`src/rtl/seg7_pkg.sv`:
```
// Shared constants, types and helpers for the seven-segment scan driver.
// lz_keep_mask is only referenced when SEG7_LZ_BLANK_EN is defined.
package seg7_pkg;

  localparam logic [6:0] SEG_BLANK = 7'h7F;
  localparam logic [7:0] AN_OFF    = 8'hFF;

  typedef logic [2:0] digit_idx_t;

  // Active-low segment patterns, bit 0 = segment a ... bit 6 = segment g.
  localparam logic [6:0] HEX_SEG [16] = '{
    7'h40, 7'h79, 7'h24, 7'h30, 7'h19, 7'h12, 7'h02, 7'h78,
    7'h00, 7'h10, 7'h08, 7'h03, 7'h46, 7'h21, 7'h06, 7'h0E
  };

  // Keeps every digit at or below the most significant nonzero nibble.
  // Digit 0 always survives so an all-zero word still shows one "0".
  function automatic logic [7:0] lz_keep_mask(input logic [31:0] word);
    logic [7:0] keep;
    logic       seen;
    keep = 8'h01;
    seen = 1'b0;
    for (int i = 7; i >= 1; i--) begin
      if (word[4*i +: 4] != 4'h0) begin
        seen = 1'b1;
      end
      keep[i] = seen;
    end
    return keep;
  endfunction

endpackage

```
`src/rtl/hex_to_seg7.sv`:
```
// Combinational hex nibble to active-low seven-segment decoder.
module hex_to_seg7
  import seg7_pkg::*;
(
  input  logic [3:0] nibble,
  output logic [6:0] seg
);

  assign seg = HEX_SEG[nibble];

endmodule

```
`src/rtl/seg7_scan_driver.sv`:
```
// Time-multiplexed 8-digit common-anode display driver with per-frame snapshot.
// Optional leading-zero blanking is enabled by defining SEG7_LZ_BLANK_EN.
module seg7_scan_driver
  import seg7_pkg::*;
#(
  parameter int SCAN_DIV   = 100000,
  parameter int NUM_DIGITS = 8
) (
  input  logic                    clk,
  input  logic                    reset,
  input  logic [4*NUM_DIGITS-1:0] data,
  input  logic [NUM_DIGITS-1:0]   digit_en,
  input  logic [NUM_DIGITS-1:0]   dp_in,
  output logic [NUM_DIGITS-1:0]   AN,
  output logic [6:0]              A2G,
  output logic                    DP,
  output logic                    frame_tick
);

  localparam int                 CNT_W    = $clog2(SCAN_DIV);
  localparam logic [CNT_W-1:0]   CNT_LAST = CNT_W'(SCAN_DIV - 1);
  localparam digit_idx_t         IDX_LAST = digit_idx_t'(NUM_DIGITS - 1);

  logic [CNT_W-1:0]          cnt_reg;
  logic [CNT_W-1:0]          cnt_next;
  digit_idx_t                idx_reg;
  digit_idx_t                idx_next;
  logic                      digit_wrap;
  logic                      frame_wrap;

  logic [4*NUM_DIGITS-1:0]   snap_data_reg;
  logic [NUM_DIGITS-1:0]     snap_en_reg;
  logic [NUM_DIGITS-1:0]     snap_dp_reg;
  logic [NUM_DIGITS-1:0]     snap_en_next;
  logic [NUM_DIGITS-1:0]     snap_dp_next;

  logic [3:0]                nibble;
  logic [6:0]                seg_dec;
  logic                      digit_lit;
  logic [NUM_DIGITS-1:0]     an_next;
  logic [6:0]                a2g_next;
  logic                      dp_next;

  // Prescaler and digit index.
  always_comb begin
    digit_wrap = (cnt_reg == CNT_LAST);
    frame_wrap = digit_wrap && (idx_reg == IDX_LAST);
    cnt_next   = digit_wrap ? '0 : cnt_reg + CNT_W'(1);
    idx_next   = digit_wrap ? idx_reg + digit_idx_t'(1) : idx_reg;
  end

  // Snapshot values captured at the 7 -> 0 wrap.
`ifdef SEG7_LZ_BLANK_EN
  logic [NUM_DIGITS-1:0] lz_keep;

  always_comb begin
    lz_keep      = lz_keep_mask(data);
    snap_en_next = digit_en & lz_keep;
    snap_dp_next = dp_in & lz_keep;
  end
`else
  always_comb begin
    snap_en_next = digit_en;
    snap_dp_next = dp_in;
  end
`endif

  // Output stage: decode only the digit currently selected by idx_reg.
  always_comb begin
    nibble    = snap_data_reg[{idx_reg, 2'b00} +: 4];
    digit_lit = snap_en_reg[idx_reg];
    a2g_next  = digit_lit ? seg_dec : SEG_BLANK;
    dp_next   = digit_lit ? ~snap_dp_reg[idx_reg] : 1'b1;
  end

  hex_to_seg7 u_hex_to_seg7 (
    .nibble (nibble),
    .seg    (seg_dec)
  );

  // At most one anode can be driven low because idx_reg matches a single digit.
  genvar gi;
  generate
    for (gi = 0; gi < NUM_DIGITS; gi++) begin : g_anode
      assign an_next[gi] = !(snap_en_reg[gi] && (idx_reg == digit_idx_t'(gi)));
    end
  endgenerate

  always_ff @(posedge clk or posedge reset) begin
    if (reset) begin
      cnt_reg       <= '0;
      idx_reg       <= '0;
      snap_data_reg <= '0;
      snap_en_reg   <= '0;
      snap_dp_reg   <= '0;
      AN            <= AN_OFF[NUM_DIGITS-1:0];
      A2G           <= SEG_BLANK;
      DP            <= 1'b1;
      frame_tick    <= 1'b0;
    end else begin
      cnt_reg    <= cnt_next;
      idx_reg    <= idx_next;
      frame_tick <= frame_wrap;
      if (frame_wrap) begin
        snap_data_reg <= data;
        snap_en_reg   <= snap_en_next;
        snap_dp_reg   <= snap_dp_next;
      end
      AN  <= an_next;
      A2G <= a2g_next;
      DP  <= dp_next;
    end
  end

endmodule

```
`config.mk`:
```
export PLATFORM = sky130hd
export DESIGN_NAME = seg7_scan_driver
export DESIGN_NICKNAME = d
export VERILOG_FILES = /design/src/rtl/seg7_pkg.sv /design/src/rtl/hex_to_seg7.sv /design/src/rtl/seg7_scan_driver.sv
export SDC_FILE = /design/constraint.sdc
export NUM_CORES = 1
export LEC_CHECK = 0
export ABC_CLOCK_PERIOD_IN_PS = 2550
export BUFFER_PORTS_ARGS = -buffer_cell sky130_fd_sc_hd__buf_2
export CAP_MARGIN = 25
export CORE_MARGIN = 1
export CORE_UTILIZATION = 25
export DETAILED_ROUTE_END_ITERATION = 12
export REMOVE_ABC_BUFFERS = 1
export SLEW_MARGIN = 20
export SYNTH_ARGS = -nofsm -noshare
export SYNTH_HDL_FRONTEND = slang
export SYNTH_SLANG_ARGS = --single-unit
```
`constraint.sdc`:
```
create_clock -name clk -period 2.55 [get_ports clk]
set_input_delay 0.1275 -clock clk [delete_from_list [all_inputs] [get_ports clk]]
set_output_delay 0.1275 -clock clk [all_outputs]
set_load 0.03 [all_outputs]
```
[After elaboration in Yosys (flattened, before gate mapping)]
Memories as Yosys holds them, arrays and structs flattened.
Index checks and enable logic that the tools add are counted.
Storage, ports and cells
  memories: 1
  bits in read-only memories: 112
  output and inout port bits: 17
  bits in registers: 85
  input bits: 50
Memory list
  (name not given): depth 16, width 7, read ports 1, clocked after memory_dff 0, wr ports 0, line hex_to_seg7.sv:9  | assign seg = HEX_SEG[nibble];
Cells by class
  reductions and logical operators: 18
  eq/ne operators: 8
  bitwise gates (word level): 2
  shift operators: 1
  add/subtract/negate cells: 2
  $lt $le $gt $ge: 2
  muxes and demuxes: 9
Operator list (count)
  $shiftx 32x6->4: 1
  $mux 7: 3
  $add 17x1->17 const B: 1
  $eq 17x17->1 const B: 1
  $mux 17: 1
  $eq 3x3->1 const B: 4
  $logic_and 1x1->1: 9
  $logic_not 1->1: 8
  $bmux 1 s3: 2
  $eq 3x2->1 const B: 2
  $ge 5x5->1 const B: 1
  $not 4->5: 1
  $lt 3x4->1 const B: 1
  $add 3x1->3 const B: 1
  $eq 3x1->1 const B: 1
  $logic_not 3->1: 1
  $mux 1: 3
  $not 1->1: 1

[Longest topological paths before layout]
Gate-level depths: netlist of the first run.
  depth after elaboration: 6
  gate-level depth with buffers: 10
  gate-level depth less buffers: 8

[Modules after synthesis]
From an unflattened synthesis of the first run, not the netlist that was laid out.
Unflattened totals
  cells, all modules: 290
  area total of the unflattened synthesis: 4005.1 sq um
By module, submodules not included
  seg7_scan_driver: instances 1, cells an instance 258, area an instance 3729.8 sq um
  hex_to_seg7: instances 1, cells an instance 32, area an instance 275.3 sq um

[Worst setup path before layout of the first run]
Ideal clock, no wire load.
  path kind: reg2reg
  start point: register idx_reg[0]
  end point: register A2G[3]
  required time: 2456 ps
  clock period less this slack: 2180 ps
  arrival time: 2087 ps
  slack: 370 ps
  cell stages (with the launch flop): 10
  path through: dfrtp_1 > buf_4 > buf_6 > mux4_2 > nand2_1 > nand2_1 > ha_1 > a21boi_1 > a2111oi_0 > a31oi_1
On the way
  cells in the longest elaborated chain, start to end: 6
Ends and longest elaborated chain
  start, declared: line seg7_scan_driver.sv:26  | digit_idx_t idx_reg;
  start signal, assigned: line seg7_scan_driver.sv:102  | idx_reg <= idx_next;
  $shiftx 32x6->4: line seg7_scan_driver.sv:70  | nibble = snap_data_reg[{idx_reg, 2'b00} +: 4];
  $not 4->5 (not written as such): line hex_to_seg7.sv:9
  $mem_v2 16x7
  $mux 7 (not written as such) (2 in a row): line hex_to_seg7.sv:9
  $mux 7 *: line seg7_scan_driver.sv:72  | a2g_next = digit_lit ? seg_dec : SEG_BLANK;
  named net a2g_next[3]: line seg7_scan_driver.sv:41  | logic [6:0] a2g_next;
  end signal, assigned: line seg7_scan_driver.sv:110  | A2G <= a2g_next;
  end, declared: line seg7_scan_driver.sv:15  | output logic [6:0] A2G,
The timed path passes the listed nets; every way through them passes the cells marked *. The select of a mux whose other input is x is not followed.
A chain may end at the register's enable or synchronous reset.

[Worst setup path in the final report of the first run]
Same ends and word-level chain as after synthesis.

==> results.yml, run 1 <==
synthesis:
  ys_warn_count: 0
  avgSynthCellArea_um2: 13.5
  synth_xor_area_share_pct: 3.55
  synth_top_family_by_area: "multiplexers"
  synthFlopType: "dfrtp_1"
  synth_cell_types: 39
  synth_mux_area_share_pct: 22.3
  syn_inst: 292
  synth-edff-count: 0
  synth-simple-area-share_pct: 9.10
  ys_seq_elements: 85
  synth-compound-area-share_pct: 3.36
  ys_seq_area_share_pct: 54.4
  syn_area_mm2: 0.00395
  synth_fa_ha_area_share_pct: 4.12
  synthArstFlopShare_pct: 100
timing:
  maxSlewViolCount: 0
  setup_ws_ns: 0.172
  hold_viol: 0
  fin_crit_ns: 2.38
  clock_skew_ns: 0.00809
  setup_tns_ns: 0
  max_slew_margin_pct: 41.9
  max_freq_mhz: 421
  tightest_slew_ns: 0.872
  hold_ws_ns: 0.0151
  rsz0062_at_grt: "no"
  final.period_utilization_pct: 93.3
  setup_viol: 0
worst_hold_path:
  min_path_type: "in -> reg"
  holdCritStartpoint: "data[10]"
  min_to: "snap_data_reg[10]"
  holdPathStages: 2
worst_setup_path:
  critPathLaunchType: "flip-flop"
  crit_type: "reg -> reg"
  r2r-start: "idx_reg[0]"
  path_max_fanout: 8
  crit_start: "idx_reg[0]"
  crit_required_ns: 2.82
  r2r_slack_ns: 0.17
  r2r_cells: 9
  crit_path_end_kind: "flip-flop"
  r2r-end: "A2G[3]"
  worstPathArrival_ns: 2.65
clock_network:
  numCtsBuffers: 9
  clk_latency_ns: 0.34
  cts_tree: "built"
  post-cts-setup-buffers: 0
  cts_buffer_depth: 2
  ctsHtreeMaxLevel: 3
  clkSinkCount: 85
  cts-root-buf: "clkbuf_16"
  path_clk_slew_ns: 0.06
placed_design:
  hpwl_um: 6230
  post_dp_cell_area_mm2: 0.00458
  portBuffers: 66
  dpl.cell_count: 571
  gp_routability_congestion: 0.808
  dp_slack_ns: 0.164
cells_and_area:
  layout.nets: 442
  nFillCells: 1586
  drive_gt1_share_pct: 43.2
  final_util_pct: 32.4
  fin_cells: 595
  postLayoutCellArea_mm2: 0.00496
  area_growth_pct: 25.6
  antenna_cells: 0
  largest_reg_flops: 32
global_routing:
  use_met1_pct: 14.2
  grt_pass1_vias: 2637
  antenna_found_initial: 0
  grt.met3_usage_pct: 3.13
  grt_use_met2_pct: 16.9
  grt_max_degree: 51
  grt_pass1_wl_um: 13400
  grt-busiest-layer: "met2"
  overflow: 0
  grt_usage_pct: 10.9
detailed_routing:
  wl_per_cell_um: 13.9
  dr.pass1.iters: 4
  final_antenna_net_count: 0
  wirelength_um: 8290
  via_per_inst: 4.31
  drt_iter0_drc: 129
  dr_total_vias: 2566
  drc: 0
pwr:
  p_total_mw: 2.73
  leakagePower_nw: 2.30
  power_density_mw_per_mm2: 550
  ir_worst_vdd_mv: 0.348
floorplan:
  rows: 45
  die_y_um: 128
  io_pins: 67
  core_mm2: 0.0153
  die_area_mm2: 0.0163
  initial_utilization_pct: 25.8
  dieWidth_um: 128
run:
  max_cap_violations: 0
outcome:
  outcome: "complete, no violations"
worst max-delay path, stage by stage (launching register included):
cell	delay, ns
dfrtp_1	0.58
buf_4	0.23
mux4_2	0.50
nand2_1	0.08
nand2_1	0.13
inv_1	0.16
ha_1	0.15
a21boi_1	0.21
a2111oi_0	0.09
a31oi_1	0.16
cell usage in the layout (no fill, tap or decap), types with 10 or more instances in the layout:
cell type,instances
buf_4,12
buf_2,66
nand3_1,16
nor2_1,13
ha_1,13
dfstp_2,16
nand2_1,20
dfrtp_1,69
xnor2_1,10
mux2_2,41
mux4_2,10
per-layer routing:
layer | vias to the layer above | wire length [um]
li1 | 1209 | -
met1 | 1284 | 3840
met2 | 60 | 3930
met3 | 13 | 377
met4 | 0 | 145
met5 | - | 0
Yosys cell counts (all sizes together) (3+ instances only):
master  count  share of area (%)
nor2b       3               0.48
nor3        4               0.51
o221ai      4               0.89
mux2       50                 14
o21ai       4               0.51
nand3      16                2.0
xor2        6                1.3
inv        10               0.95
mux2i       9                2.3
mux4       10                5.7
nor2       13                1.2
xnor2      10                2.2
ha         13                4.1
dfrtp      69                 44
dfstp      16                 11
nand2      21                2.1
buf        11                2.2
worst max-delay path by stage:
stage                             to  slack (ns)  depth (start not counted)
CTS                           A2G[3]        0.14                          9
global route                  A2G[3]        0.01                          9
detailed placement            A2G[3]        0.16                          9
floorplan           snap_data_reg[0]       -0.98                          5
finish                        A2G[3]        0.17                          9
global placement              A2G[3]        0.30                          7
logic make-up (layout without fill, tap and decap cells):
| kind of cell | after synthesis | count (layout) |
|---|---|---|
| AO/OA/AOI/OAI | 17 | 17 |
| XOR/XNOR | 16 | 16 |
| adder cells (fa/ha/maj) | 13 | 13 |
| buffers and inverters | 22 | 114 |
| flip-flops | 85 | 85 |
| multiplexers | 69 | 69 |
| AND/OR/NAND/NOR | 70 | 70 |
power breakdown:
group	total, mW	internal [mW]	switching, mW	leakage (nW)
logic	0.0788	0.0379	0.0409	1.04
clock network	1.30	0.784	0.514	0.147
registers	1.35	1.35	0	1.12
area by class of cell:
cell class                      instances  area, um2  area share (%)
Sequential cell                        85       2150            43.3
Multi-Input combinational cell        185       1670            33.7
Timing Repair Buffer                   88        541            10.9
Tap cell                              211        264            5.32
Clock buffer                           12        246            4.97
Clock inverter                          4       48.8           0.984
Inverter                               10       38.8           0.782
repair_timing:
action                                 4_1_cts  5_1_grt
hold buffers                                 6        2
gates resized for setup                      0        0
endpoints found under the hold margin       36        2
Note: power is estimated with default switching activity, not from simulation.
==> inputs of run 2 (changes only) <==
--- a/config.mk
+++ b/config.mk
@@ -5,7 +5,7 @@
 export SDC_FILE = /design/constraint.sdc
 export NUM_CORES = 1
 export LEC_CHECK = 0
-export ABC_CLOCK_PERIOD_IN_PS = 2550
+export ABC_CLOCK_PERIOD_IN_PS = 2000
 export BUFFER_PORTS_ARGS = -buffer_cell sky130_fd_sc_hd__buf_2
 export CAP_MARGIN = 25
 export CORE_MARGIN = 1
==> constraint.sdc (replaced) <==
create_clock -name clk -period 2 [get_ports clk]
set_input_delay 0.1 -clock clk [delete_from_list [all_inputs] [get_ports clk]]
set_output_delay 0.1 -clock clk [all_outputs]
set_load 0.03 [all_outputs]
==> run 2 against run 1 <==
Effect of this change: the run now ends with negative setup slack left; clock-buffer cell count increased by 3; first-iteration DRC count shrank 10%; non-clock buffer count is 56 higher; critical path type unchanged; highest routed layer unchanged.
==> results.yml, run 2 (synthesized netlist as in run 1, its figures left out) <==
cells_and_area:
  largest_reg_flops: 32
  antenna_cells: 0
  layout.nets: 498
  mostFrequentLayoutCells: "68 x dfrtp_1, 66 x buf_2, 41 x mux2_2"
  area_growth_pct: 42.6
  multi_input_area_mm2: 0.00175
  postLayoutCellArea_mm2: 0.00563
  layout_commonest_cell: "dfrtp_1"
  regArea_mm2: 0.00215
  nFillCells: 1543
  drive_gt1_share_pct: 48.3
pwr:
  clock_power_share_pct: 46.9
  p_int_mw: 2.81
  p_total_mw: 3.51
  power.switching_mw: 0.703
  ir_worst_vdd_mv: 0.410
  seqPwrFrac_pct: 49.0
  swShare_pct: 20.0
  pwr-share-comb_pct: 4.0
  leakagePower_nw: 2.59
  power_density_mw_per_mm2: 624
floorplan:
  die_y_um: 128
  core_mm2: 0.0153
  io_pins: 67
  initial_utilization_pct: 25.8
  dieWidth_um: 128
  die_area_mm2: 0.0163
  rows: 45
timing:
  clock_skew_ns: 0.00574
  maxSlewViolCount: 0
  final.period_utilization_pct: 103
  setup_tns_ns: -0.944
  setup_viol: 45
  fin_crit_ns: 2.06
  max_freq_mhz: 486
  hold_ws_ns: 0.00127
  setup_ws_ns: -0.0560
  tightest_slew_ns: 0.447
  max_slew_margin_pct: 70.2
  hold_viol: 0
  rsz0062_at_grt: "yes"
global_routing:
  antenna_found_initial: 0
  grt_pass1_wl_um: 14600
  overflow: 0
  grt_max_degree: 86
  grt_pass1_vias: 2940
  grt_usage_pct: 11.6
detailed_routing:
  dr.pass1.iters: 4
  wl_per_cell_um: 14.5
  drc: 0
  dr_total_vias: 2806
  drt_iter0_drc: 116
  wirelength_um: 9440
  via_per_inst: 4.32
  final_antenna_net_count: 0
placed_design:
  portBuffers: 66
  post_dp_cell_area_mm2: 0.00472
  gp_routability_congestion: 0.815
  hpwl_um: 6390
  dp_slack_ns: -0.141
clock_network:
  cts_tree: "built"
  numCtsBuffers: 9
  path_clk_slew_ns: 0.06
  cts_buffer_depth: 2
  ctsHtreeMaxLevel: 3
  clkSinkCount: 85
  clk_latency_ns: 0.34
  cts-root-buf: "clkbuf_16"
worst_setup_path:
  crit_required_ns: 2.22
  critPathLaunchType: "flip-flop"
  r2r_cells: 8
  r2r_slack_ns: -0.06
  crit_path_end_kind: "flip-flop"
  crit_type: "reg -> reg"
  crit_start: "idx_reg[0]"
  path_max_fanout: 8
  r2r-start: "idx_reg[0]"
  worstPathArrival_ns: 2.28
worst_hold_path:
  holdPathStages: 2
  min_path_type: "in -> reg"
  holdCritStartpoint: "data[24]"
run:
  max_cap_violations: 0
outcome:
  violations: "negative setup slack"
  outcome: "finished, violations left"
-- run 2: through the flow --
| stage | utilization (%) | std cells |
|---|---|---|
| after global routing | 36.8 | 650 |
| final | 36.8 | 650 |
| after floorplan | - | 280 |
| after CTS | 35.1 | 637 |
| after detailed placement | 30.8 | 589 |
| after global placement | 30.8 | 589 |
-- run 2: layer usage --
| metal | wire length (um) | track usage [%] | up-vias |
|---|---|---|---|
| li1 | - | - | 1319 |
| met1 | 4260 | 15.0 | 1408 |
| met2 | 4650 | 18.3 | 63 |
| met3 | 364 | 3.46 | 16 |
| met4 | 159 | 4.29 | 0 |
| met5 | 0 | 0 | - |
-- run 2: final cells by class --
class / instances / area share [%]
multi-input cells: 185 / 31.0
inverters: 10 / 0.733
repair buffers: 144 / 20.1
well taps: 211 / 4.69
flip-flops and latches: 85 / 38.2
clock buffers: 15 / 5.29
-- run 2: worst max-delay path, cell delays in order, from the launching register on --
cell       delay (ns)
dfrtp_1          0.37
buf_4            0.14
ha_2             0.17
ha_2             0.17
inv_1            0.06
nor4_4           0.26
buf_6            0.23
clkbuf_16        0.19
mux2_2           0.34
-- run 2: power groups by stage --
stage | clock (mW) | combinational [mW] | sequential, mW
finish | 1.65 | 0.142 | 1.72
detailed placement | 0 | 0.0919 | 1.75
floorplan | 0 | 0.0255 | 1.75
global placement | 0 | 0.0902 | 1.75
global route | 1.76 | 0.157 | 1.72
CTS | 1.69 | 0.141 | 1.72
-- run 2: path summary, 6_finish.rpt --
path	endpoint
worst max register to register	snap_data_reg[14]
min in group asynchronous	frame_tick
worst max-delay path	snap_data_reg[14]
worst min-delay path	snap_data_reg[24]
worst min register to register	AN[7]
max in group asynchronous	AN[4]
-- run 2: repair_timing --
| item | CTS | global route |
|---|---|---|
| hold endpoints to repair | 100 | 3 |
| endpoints found under the setup margin | 51 | 55 |
| pin swaps | 3 | 7 |
| buffers inserted | 1 | 4 |
| gates cloned | 0 | 6 |
| resized for setup | 12 | 23 |
| hold buffers | 32 | 3 |
==> inputs of run 3 (changes only) <==
--- a/config.mk
+++ b/config.mk
@@ -10,6 +10,7 @@
 export CAP_MARGIN = 25
 export CORE_MARGIN = 1
 export CORE_UTILIZATION = 25
+export CTS_BUF_LIST = sky130_fd_sc_hd__clkbuf_8
 export DETAILED_ROUTE_END_ITERATION = 12
 export REMOVE_ABC_BUFFERS = 1
 export SLEW_MARGIN = 20
==> run 3 against run 2 <==
Effect of this change: the flow still finishes with violations (negative setup slack); clock skew is 0.0058 ns higher; worst setup slack worse by 0.0016 ns; utilization is 0.074 points higher; critical endpoint is now A2G[6]; highest routed layer unchanged.
==> results.yml, run 3 (synthesized netlist as in run 1, its figures left out) <==
global_routing:
  antenna_found_initial: 0
  grt_usage_pct: 11.5
  grt_pass1_vias: 3011
  overflow: 0
  grt_pass1_wl_um: 14600
  grt_max_degree: 86
cells_and_area:
  layout_commonest_cell: "dfrtp_1"
  area_growth_pct: 42.9
  nFillCells: 1548
  regArea_mm2: 0.00215
  drive_gt1_share_pct: 46.8
  mostFrequentLayoutCells: "68 x dfrtp_1, 66 x buf_2, 49 x dlygate4sd3_1"
  antenna_cells: 0
  largest_reg_flops: 32
  layout.nets: 510
  final_util_pct: 36.8
  multi_input_area_mm2: 0.00174
worst_setup_path:
  crit_path_end_kind: "flip-flop"
  crit_required_ns: 2.26
  critPathLaunchType: "flip-flop"
  worstPathArrival_ns: 2.32
  endpoint: "A2G[6]"
  crit_start: "idx_reg[0]"
  r2r-start: "idx_reg[0]"
  r2r_slack_ns: -0.06
  r2r-end: "A2G[6]"
  crit_type: "reg -> reg"
  r2r_cells: 8
  path_max_fanout: 7
floorplan:
  initial_utilization_pct: 25.8
  rows: 45
  dieWidth_um: 128
  die_y_um: 128
  core_mm2: 0.0153
  io_pins: 67
  die_area_mm2: 0.0163
timing:
  setup_ws_ns: -0.0577
  max_freq_mhz: 486
  hold_viol: 0
  clock_skew_ns: 0.0116
  rsz0062_at_grt: "yes"
  maxSlewViolCount: 0
  tightest_slew_ns: 0.454
  max_slew_margin_pct: 69.8
  fin_crit_ns: 2.06
  final.period_utilization_pct: 103
  setup_tns_ns: -1.03
  setup_viol: 45
clock_network:
  clk_latency_ns: 0.35
  cts-root-buf: "clkbuf_8"
  clkSinkCount: 85
  numCtsBuffers: 9
  cts_tree: "built"
  ctsHtreeMaxLevel: 3
  cts_buffer_depth: 2
  path_clk_slew_ns: 0.08
placed_design:
  gp_routability_congestion: 0.815
  hpwl_um: 6390
  portBuffers: 66
outcome:
  violations: "negative setup slack"
  outcome: "finished, violations left"
detailed_routing:
  drc: 0
  dr_total_vias: 2848
  dr.pass1.iters: 4
  wirelength_um: 9560
  final_antenna_net_count: 0
  drt_iter0_drc: 106
  via_per_inst: 4.30
  wl_per_cell_um: 14.4
pwr:
  p_total_mw: 3.07
  leakagePower_nw: 2.59
  power_density_mw_per_mm2: 544
  ir_worst_vdd_mv: 0.261
worst_hold_path:
  min_path_type: "in -> async"
run:
  max_cap_violations: 0
[run 3: cell count changes in the layout (fill, tap and decap cells not counted), sizes merged]
cell | previous run | this run
dlygate4sd3 | 35 | 49
buf | 106 | 104
clkbuf | 18 | 17
inv | 9 | 10
[run 3: repair_timing]
action	in CTS	in global routing
gates cloned	0	5
hold buffers	48	1
buffers inserted	1	3
setup endpoints to repair	53	55
pin swaps	4	5
hold endpoints to repair	116	1
gates resized for setup	12	24
[run 3: cell type report]
cell class | instances | share of cell area (%)
flip-flops and latches | 85 | 38.1
clock buffers | 14 | 3.42
repair buffers | 156 | 22.2
clock inverters | 1 | 0.0665
multi-input cells | 185 | 30.8
well taps | 211 | 4.68
inverters | 10 | 0.776
[run 3: worst min path at each step]
stage	startpoint	endpoint	slack (ns)	depth (start not counted)
2_1_floorplan	dp_in[0]	snap_dp_reg[0]	0.23	1
3_3_place_gp	reset	frame_tick	0.23	3
3_5_place_dp	reset	frame_tick	0.24	3
4_1_cts	data[25]	snap_data_reg[25]	0.001	2
5_1_grt	reset	snap_dp_reg[4]	0.43	4
6_report	reset	frame_tick	0.38	4
[run 3: worst max-delay path, stage by stage (launching register included)]
cell	delay, ns
dfrtp_1	0.38
buf_6	0.15
buf_6	0.12
mux4_2	0.49
mux2i_1	0.16
buf_4	0.16
buf_6	0.11
mux2i_2	0.24
o221ai_2	0.14
[run 3: through the flow]
stage / std cells / hold WS (ns) / area [um2] / setup slack (ns)
2_1_floorplan: 280 / 0.235 / 3860 / -1.53
3_3_place_gp: 589 / 0.234 / 4720 / -0.0556
3_5_place_dp: 589 / 0.241 / 4720 / -0.141
4_1_cts: 653 / 0.000991 / 5440 / -0.0672
5_1_grt: 662 / 0.428 / 5640 / -0.197
6_report: 662 / 0.377 / 5640 / -0.0577
[run 3: power by group]
group	internal [mW]	switching, mW
sequential	1.72	0
clock	0.611	0.575
combinational	0.101	0.0627
[run 3: layer usage]
layer,up-vias,GRT usage [%],routed length (um),part of all wire [%]
met5,-,0,0,0
met4,0,3.94,156,1.6
met3,14,2.80,293,3.1
met2,57,18.6,4830,51
met1,1437,15.1,4280,45
li1,1340,-,-,-
